### config.mk
export PLATFORM = sky130hd
export DESIGN_NAME = rv32i_encoder
export DESIGN_NICKNAME = d
export VERILOG_FILES = /design/src/rtl/rv32i_encoder.sv
export SDC_FILE = /design/constraint.sdc
export NUM_CORES = 1
export LEC_CHECK = 0
export ABC_AREA = 1
export ABC_CLOCK_PERIOD_IN_PS = 3600
export CELL_PAD_IN_SITES_DETAIL_PLACEMENT = 1
export CELL_PAD_IN_SITES_GLOBAL_PLACEMENT = 1
export CORE_MARGIN = 2
export CORE_UTILIZATION = 47
export DETAILED_ROUTE_END_ITERATION = 7
export DONT_BUFFER_PORTS = 1
export HOLD_SLACK_MARGIN = 0.12
export PLACE_DENSITY = 0.82
export SLEW_MARGIN = 20
export SYNTH_ARGS = -nofsm -noshare
export SYNTH_HDL_FRONTEND = slang
export SYNTH_SLANG_ARGS = --single-unit
### constraint.sdc
create_clock -name clk -period 3.6 [get_ports clk]
set_input_delay 0.72 -clock clk [delete_from_list [all_inputs] [get_ports clk]]
set_output_delay 0.72 -clock clk [all_outputs]
set_load 0.005 [all_outputs]
### src/rtl/rv32i_encoder.sv
// rv32i_encoder: packs decoded RV32I fields into 32-bit instruction words with byte addresses.
// Latency 1 cycle from accept to out_valid; 1 word/cycle when out_ready is held high.
// Backpressure: word held stable while out_valid && !out_ready; in_ready = !clear && (!out_valid || out_ready).
// Optional immediate range checking is enabled by defining RV32I_ENCODER_RANGE_CHECK_EN.

package rv32i_encoder_pkg;
   typedef enum logic [2:0] {
      RTYPE = 3'd0,
      ITYPE = 3'd1,
      STYPE = 3'd2,
      BTYPE = 3'd3,
      UTYPE = 3'd4,
      JTYPE = 3'd5
   } optype_e;
endpackage

module rv32i_encoder
   import rv32i_encoder_pkg::*;
#(
   parameter int                ADDR_W    = 16,
   parameter logic [ADDR_W-1:0] BASE_ADDR = '0
) (
   input  logic              clk,
   input  logic              rst,
   input  logic              clear,
   input  logic              in_valid,
   output logic              in_ready,
   input  optype_e           in_optype,
   input  logic [6:0]        in_opcode,
   input  logic [2:0]        in_funct3,
   input  logic [6:0]        in_funct7,
   input  logic [4:0]        in_rs1,
   input  logic [4:0]        in_rs2,
   input  logic [4:0]        in_rd,
   input  logic [31:0]       in_imm,
   output logic              out_valid,
   input  logic              out_ready,
   output logic [31:0]       out_instr,
   output logic [ADDR_W-1:0] out_addr,
   output logic              err,
   output logic [7:0]        err_count
);

   logic [ADDR_W-1:0] next_addr;
   logic [31:0]       word;
   logic              legal;
   logic              accept;

   // A held word only blocks new input while downstream is stalling it; clear blocks everything.
   assign in_ready = !clear && (!out_valid || out_ready);
   assign accept   = in_valid && in_ready;

   // Scatter fields into the instruction word according to the format.
   always_comb begin
      word = '0;
      case (in_optype)
         RTYPE: word = {in_funct7, in_rs2, in_rs1, in_funct3, in_rd, in_opcode};
         ITYPE: word = {in_imm[11:0], in_rs1, in_funct3, in_rd, in_opcode};
         STYPE: word = {in_imm[11:5], in_rs2, in_rs1, in_funct3, in_imm[4:0], in_opcode};
         BTYPE: word = {in_imm[12], in_imm[10:5], in_rs2, in_rs1, in_funct3,
                        in_imm[4:1], in_imm[11], in_opcode};
         UTYPE: word = {in_imm[31:12], in_rd, in_opcode};
         JTYPE: word = {in_imm[20], in_imm[10:1], in_imm[11], in_imm[19:12], in_rd, in_opcode};
         default: word = '0;
      endcase
   end

`ifdef RV32I_ENCODER_RANGE_CHECK_EN
   // An immediate is legal only if the bits the format drops are pure sign extension
   // (and, for branch/jump offsets, the implied-zero LSB really is zero).
   always_comb begin
      legal = 1'b1;
      case (in_optype)
         ITYPE, STYPE: legal = (&in_imm[31:11]) || !(|in_imm[31:11]);
         BTYPE:        legal = ((&in_imm[31:12]) || !(|in_imm[31:12])) && !in_imm[0];
         JTYPE:        legal = ((&in_imm[31:20]) || !(|in_imm[31:20])) && !in_imm[0];
         UTYPE:        legal = !(|in_imm[11:0]);
         default:      legal = 1'b1;
      endcase
   end

   // Error pulse follows each rejected accept; the counter sticks at 255.
   always_ff @(posedge clk or posedge rst) begin
      if (rst) begin
         err       <= 1'b0;
         err_count <= 8'd0;
      end else if (clear) begin
         err       <= 1'b0;
         err_count <= 8'd0;
      end else begin
         err <= accept && !legal;
         if (accept && !legal && (err_count != 8'hFF))
            err_count <= err_count + 8'd1;
      end
   end
`else
   assign legal     = 1'b1;
   assign err       = 1'b0;
   assign err_count = 8'd0;
`endif

   // Output register and address counter: drain on out_ready, reload on a legal accept.
   always_ff @(posedge clk or posedge rst) begin
      if (rst) begin
         out_valid <= 1'b0;
         out_instr <= '0;
         out_addr  <= '0;
         next_addr <= BASE_ADDR;
      end else if (clear) begin
         out_valid <= 1'b0;
         next_addr <= BASE_ADDR;
      end else begin
         if (out_ready)
            out_valid <= 1'b0;
         if (accept && legal) begin
            out_valid <= 1'b1;
            out_instr <= word;
            out_addr  <= next_addr;
            next_addr <= next_addr + ADDR_W'(4);
         end
      end
   end

endmodule

== Word level (Yosys, flattened, before mapping) ==
Index checks and enable logic that the tools add are counted.
Cells by class
  div/mod/pow operators: 0
  eq/ne operators: 5
  bitwise operators: 1
  shifts and indexed selects: 0
  reductions and logical operators: 9
  multiply operators: 0
  order comparisons: 0
  mux-type cells: 6
  add/subtract/negate cells: 1
Operators with widths (count)
  $pmux 32 s6: 1
  $mux 16: 2
  $add 16x3->16 const B: 1
  $eq 3x2->1 const B: 2
  $eq 3x3->1 const B: 2
  $eq 3x1->1 const B: 1
  $logic_not 3->1: 1
  $mux 1: 3
  $reduce_bool 3->1: 1
  $logic_and 1x1->1: 2
  $logic_not 1->1: 2
  $reduce_and 2->1: 1
  $reduce_bool 2->1: 1
  $logic_or 1x1->1: 1
  $not 1->1: 1
Storage, ports and cells
  word-level logic and storage cells: 26
  latch bits: 0
  memory bits (read-only): 0
  memories: 0
  input port bits: 72
  memory bits (writable): 0
  output and inout port bits: 59
  bits in registers: 65

== Logic depth before layout (Yosys ltp) ==
  depth after elaboration: 6
  gate-level depth with buffers: 9
  mapped depth without buffers: 9

== Worst setup path after synthesis ==
No wires, ideal clock.
  kind: in2out
  start: input out_ready
  end: output in_ready
  buffers on the path: 0
  data required time: 2880 ps
  stages on the path: 2
  data arrival time: 890 ps
  slack: 1990 ps
  path through: nor2_1 > nor2_1
Between the ends
  longest elaborated chain between the ends: 2
Ends and longest elaborated chain
  from (decl): RTL line 37  | input logic out_ready,
  $logic_or 1x1->1: RTL line 50  | assign in_ready = !clear && (!out_valid || out_ready);
  $logic_and 1x1->1: RTL line 50
  to (decl): RTL line 27  | output logic in_ready,
Every way passes these cells.

== Final worst setup path ==
  start: input clear
  end: register out_instr[2]
Between the ends
  longest elaborated chain between the ends: 4
  elaborated cells between the ends (all ways): 5
  those cells by class: bitwise (1); reduce/logical (4)
Ends and longest elaborated chain
  from (decl): RTL line 25  | input logic clear,
  $logic_not 1->1: RTL line 50
  $logic_and 1x1->1: RTL line 50
  $logic_and 1x1->1: RTL line 51  | assign accept = in_valid && in_ready;
  $reduce_and 2->1 (no line) (*)
  to (signal assigned): RTL line 117  | out_instr <= word;
  to (decl): RTL line 38  | output logic [31:0] out_instr,
Every way passes the cells marked *; elsewhere a longest branch is shown, timed or not.
A chain may end at the register's enable or synchronous reset.

==> results.toml <==
[floorplanning]
core_sq_um = 6390
die-area_sq_um = 7340
io_pins = 131
die_width_um = 85.6
fp.dieH_um = 85.6
start_util_pct = 49.1
fp-row-count = 29

[worst_setup_path]
end_kind = "register"
worst_ep_required_time_ps = 3860
cp_top_family = "buffers and inverters"
critPathKind = "in2reg"
r2r-start = "out_valid$_DFFE_PP0P_"
startpoint = "clear"
critPathArrivalTime_ps = 1960
path_cells = "inv_2 > nand3_4 > inv_2 > o21ai_2 > o21ai_0"
cpPeakStageDelay_ps = 460
worstPathMaxFanout = 28
cpMaxStageDelayCell = "inv_2"
crit_top_cell = "inv_2"
worstPathBufferInverterCount = 2
worst_setup_path_start_kind = "primary input"

[finish]
multi_input_area_sq_um = 1340
synthToLayoutAreaGrowth_pct = 5.83
regArea_sq_um = 1530
num_antenna_cells = 0
nNetsFinal = 481
post-route-util_pct = 51.9
fill_cells = 819
drive_gt1_share_pct = 7.75

[clock_network]
tritoncts = "yes"
clockRootBuffer = "clkbuf_8"
ctsResizeCount = 0
path_clk_slew_ps = 70
cts_hold_buffers = 0
post_cts_buffers = 0
htree_num_levels = 3
cts_max_path_buffers = 2
cts_inserted_buffers = 9
cts_sinks = 61
insertion_delay_ps = 340

[sta]
finalSetupViolations = 0
clock_skew_ps = 6.26
finalCriticalPeriod_ps = 1700
finalHoldViolCount = 0
fin_crit_sh_pct = 47.4
fmax_ghz = 0.587
setup_tns_ps = 0
max-slew-margin-rel_pct = 48.2
rsz0062_at_grt = "false"
final_max_slew_viol_count = 0
worst_slack_ps = 1900
max_slew.worst_pin.slew_ps = 776

[route]
drc = 0
dr.first_iter.drc_count = 100
viasPerCell = 5.40
ant_nets = 0
routed_wl_um = 7980
dr.pass1.iters = 4
route.vias.total = 2644
wl_per_cell_um = 16.3

[power_and_ir_drop]
peakVddDrop_mv = 0.307
p_leak_nw = 1.70
cellPowerDensity_nw_per_um2 = 469
total_power_mw = 1.55

[global_route]
grt_pass1_wl_um = 13000
antenna_found_initial = 0
grt_util_all_layers_pct = 22.7
grt_pass1_vias = 2694
grt_max_degree = 57
grt_overflow = 0

[place]
place.gp.congestion = 0.812
hpwl_um = 5860
io_buffers = 0
pre_cts_ws_ps = 1520

[yosys]
post_synth_num_cell_types = 29
yosysSeqAreaShare_pct = 48.7
ys_ff_latch = 61
synth_cells = 407
synth.avg_cell_area_sq_um = 7.70
ys.warnings.count = 0
synthesis.area_sq_um = 3130

[run_status]
status = "complete, no violations"

[job]
cap_violations = 0

[worst_hold_path]
hold_class = "in2async"
[worst paths after layout]
path                                             end  cells after the start  slack (ps)
setup / recovery            out_instr[2]$_DFFE_PP0P_                      5        1900
hold / removal              out_instr[0]$_DFFE_PP0P_                      1         400
setup reg to reg            out_instr[2]$_DFFE_PP0P_                      5        1930
hold reg to reg            next_addr[15]$_DFFE_PP0P_                      1         460
max in group asynchronous   out_instr[7]$_DFFE_PP0P_                      2        2370
min in group clk               out_valid$_DFFE_PP0P_                      1         440
[cells in the final DEF, fill, tap and decap left out, types with 2 or more instances in the layout]
cell and count:
a21oi_1 6, o21a_1 2, o21ai_0 23, o21ai_1 9, conb_1 11, dfrtp_1 61
a21boi_1 8, nor2_1 25, nand4_1 6, nand3_1 20, nand3_4 2, nor3_1 8
clkinvlp_4 2, nand2_1 163, inv_2 6, a21o_1 3, clkbuf_8 9, inv_1 32
buf_4 2, clkinv_2 2
[state kept, by name (all words and copies together), names as in the netlist]
signal / flops
out_addr: 14
out_valid: 1
out_instr: 32
next_addr: 14
[worst register-to-register path, delay by kind of cell (launching register included)]
kind            cells  cell delay (ps)
simple gates        2              320
buf+inv             1              470
flops               1              410
compound gates      2              380
[report_power, final]
part	internal [mW]	switching (mW)
logic	0.0530	0.102
clock network	0.318	0.282
registers	0.747	0.0530
[through the flow]
stage / instances / hold slack [ps] / instance area, sq um
2_1_floorplan: 417 / 424 / 3170
3_3_place_gp: 474 / 438 / 3120
3_5_place_dp: 474 / 447 / 3120
4_1_cts: 490 / 423 / 3320
5_1_grt: 490 / 416 / 3320
6_report: 490 / 402 / 3320
[synth_stat cells]
cell type,count,share of area [%]
inv_2,5,0.60
nor3_1,8,1.3
nand3_4,2,1.1
conb_1,1,0.12
a21oi_1,6,0.96
nand2_1,163,20
a21o_1,3,0.72
nor3_2,1,0.32
o21ai_0,23,3.7
nor2_4,1,0.36
dfrtp_1,61,49
buf_4,14,3.4
a21boi_1,8,1.9
or2_2,1,0.20
inv_1,33,4.0
o22ai_1,1,0.20
nand3_1,20,3.2
o21ai_2,1,0.28
o21a_1,2,0.48
buf_2,6,0.96
buf_6,2,0.72
nand2_4,1,0.36
o21ai_4,1,0.52
nor2_1,25,3.0
nand4_1,6,1.2
inv_4,1,0.20
ha_1,1,0.40
o21ai_1,9,1.4
o211ai_1,1,0.24
[logic make-up (layout without fill, tap and decap cells)]
kind of cell | after synthesis | after routing | share of synthesized area (%)
AO/OA/AOI/OAI | 55 | 55 | 10.4
adder cells (fa/ha/maj) | 1 | 1 | 0.399
buffers and inverters | 61 | 57 | 9.78
flip-flops | 61 | 61 | 48.7
other | 1 | 11 | 0.120
AND/OR/NAND/NOR | 228 | 228 | 30.6
[cell type report]
class                           instances  share of cell area (%)
Tap cell                               77                    2.91
Multi-Input combinational cell        295                    40.3
Inverter                               39                    4.49
Timing Repair Buffer                    2                   0.453
Sequential cell                        61                    46.0
Clock inverter                          6                    1.92
Clock buffer                           10                    3.85
[metal layers]
metal / share of wire (%) / up-vias / GRT usage [%]
met2: 48 / 97 / 38.0
met4: 1.3 / 0 / 8.23
met5: 0 / - / 0
met3: 7.1 / 9 / 6.35
li1: - / 1264 / -
met1: 44 / 1274 / 28.1
Note: power is estimated with default switching activity, not from simulation.
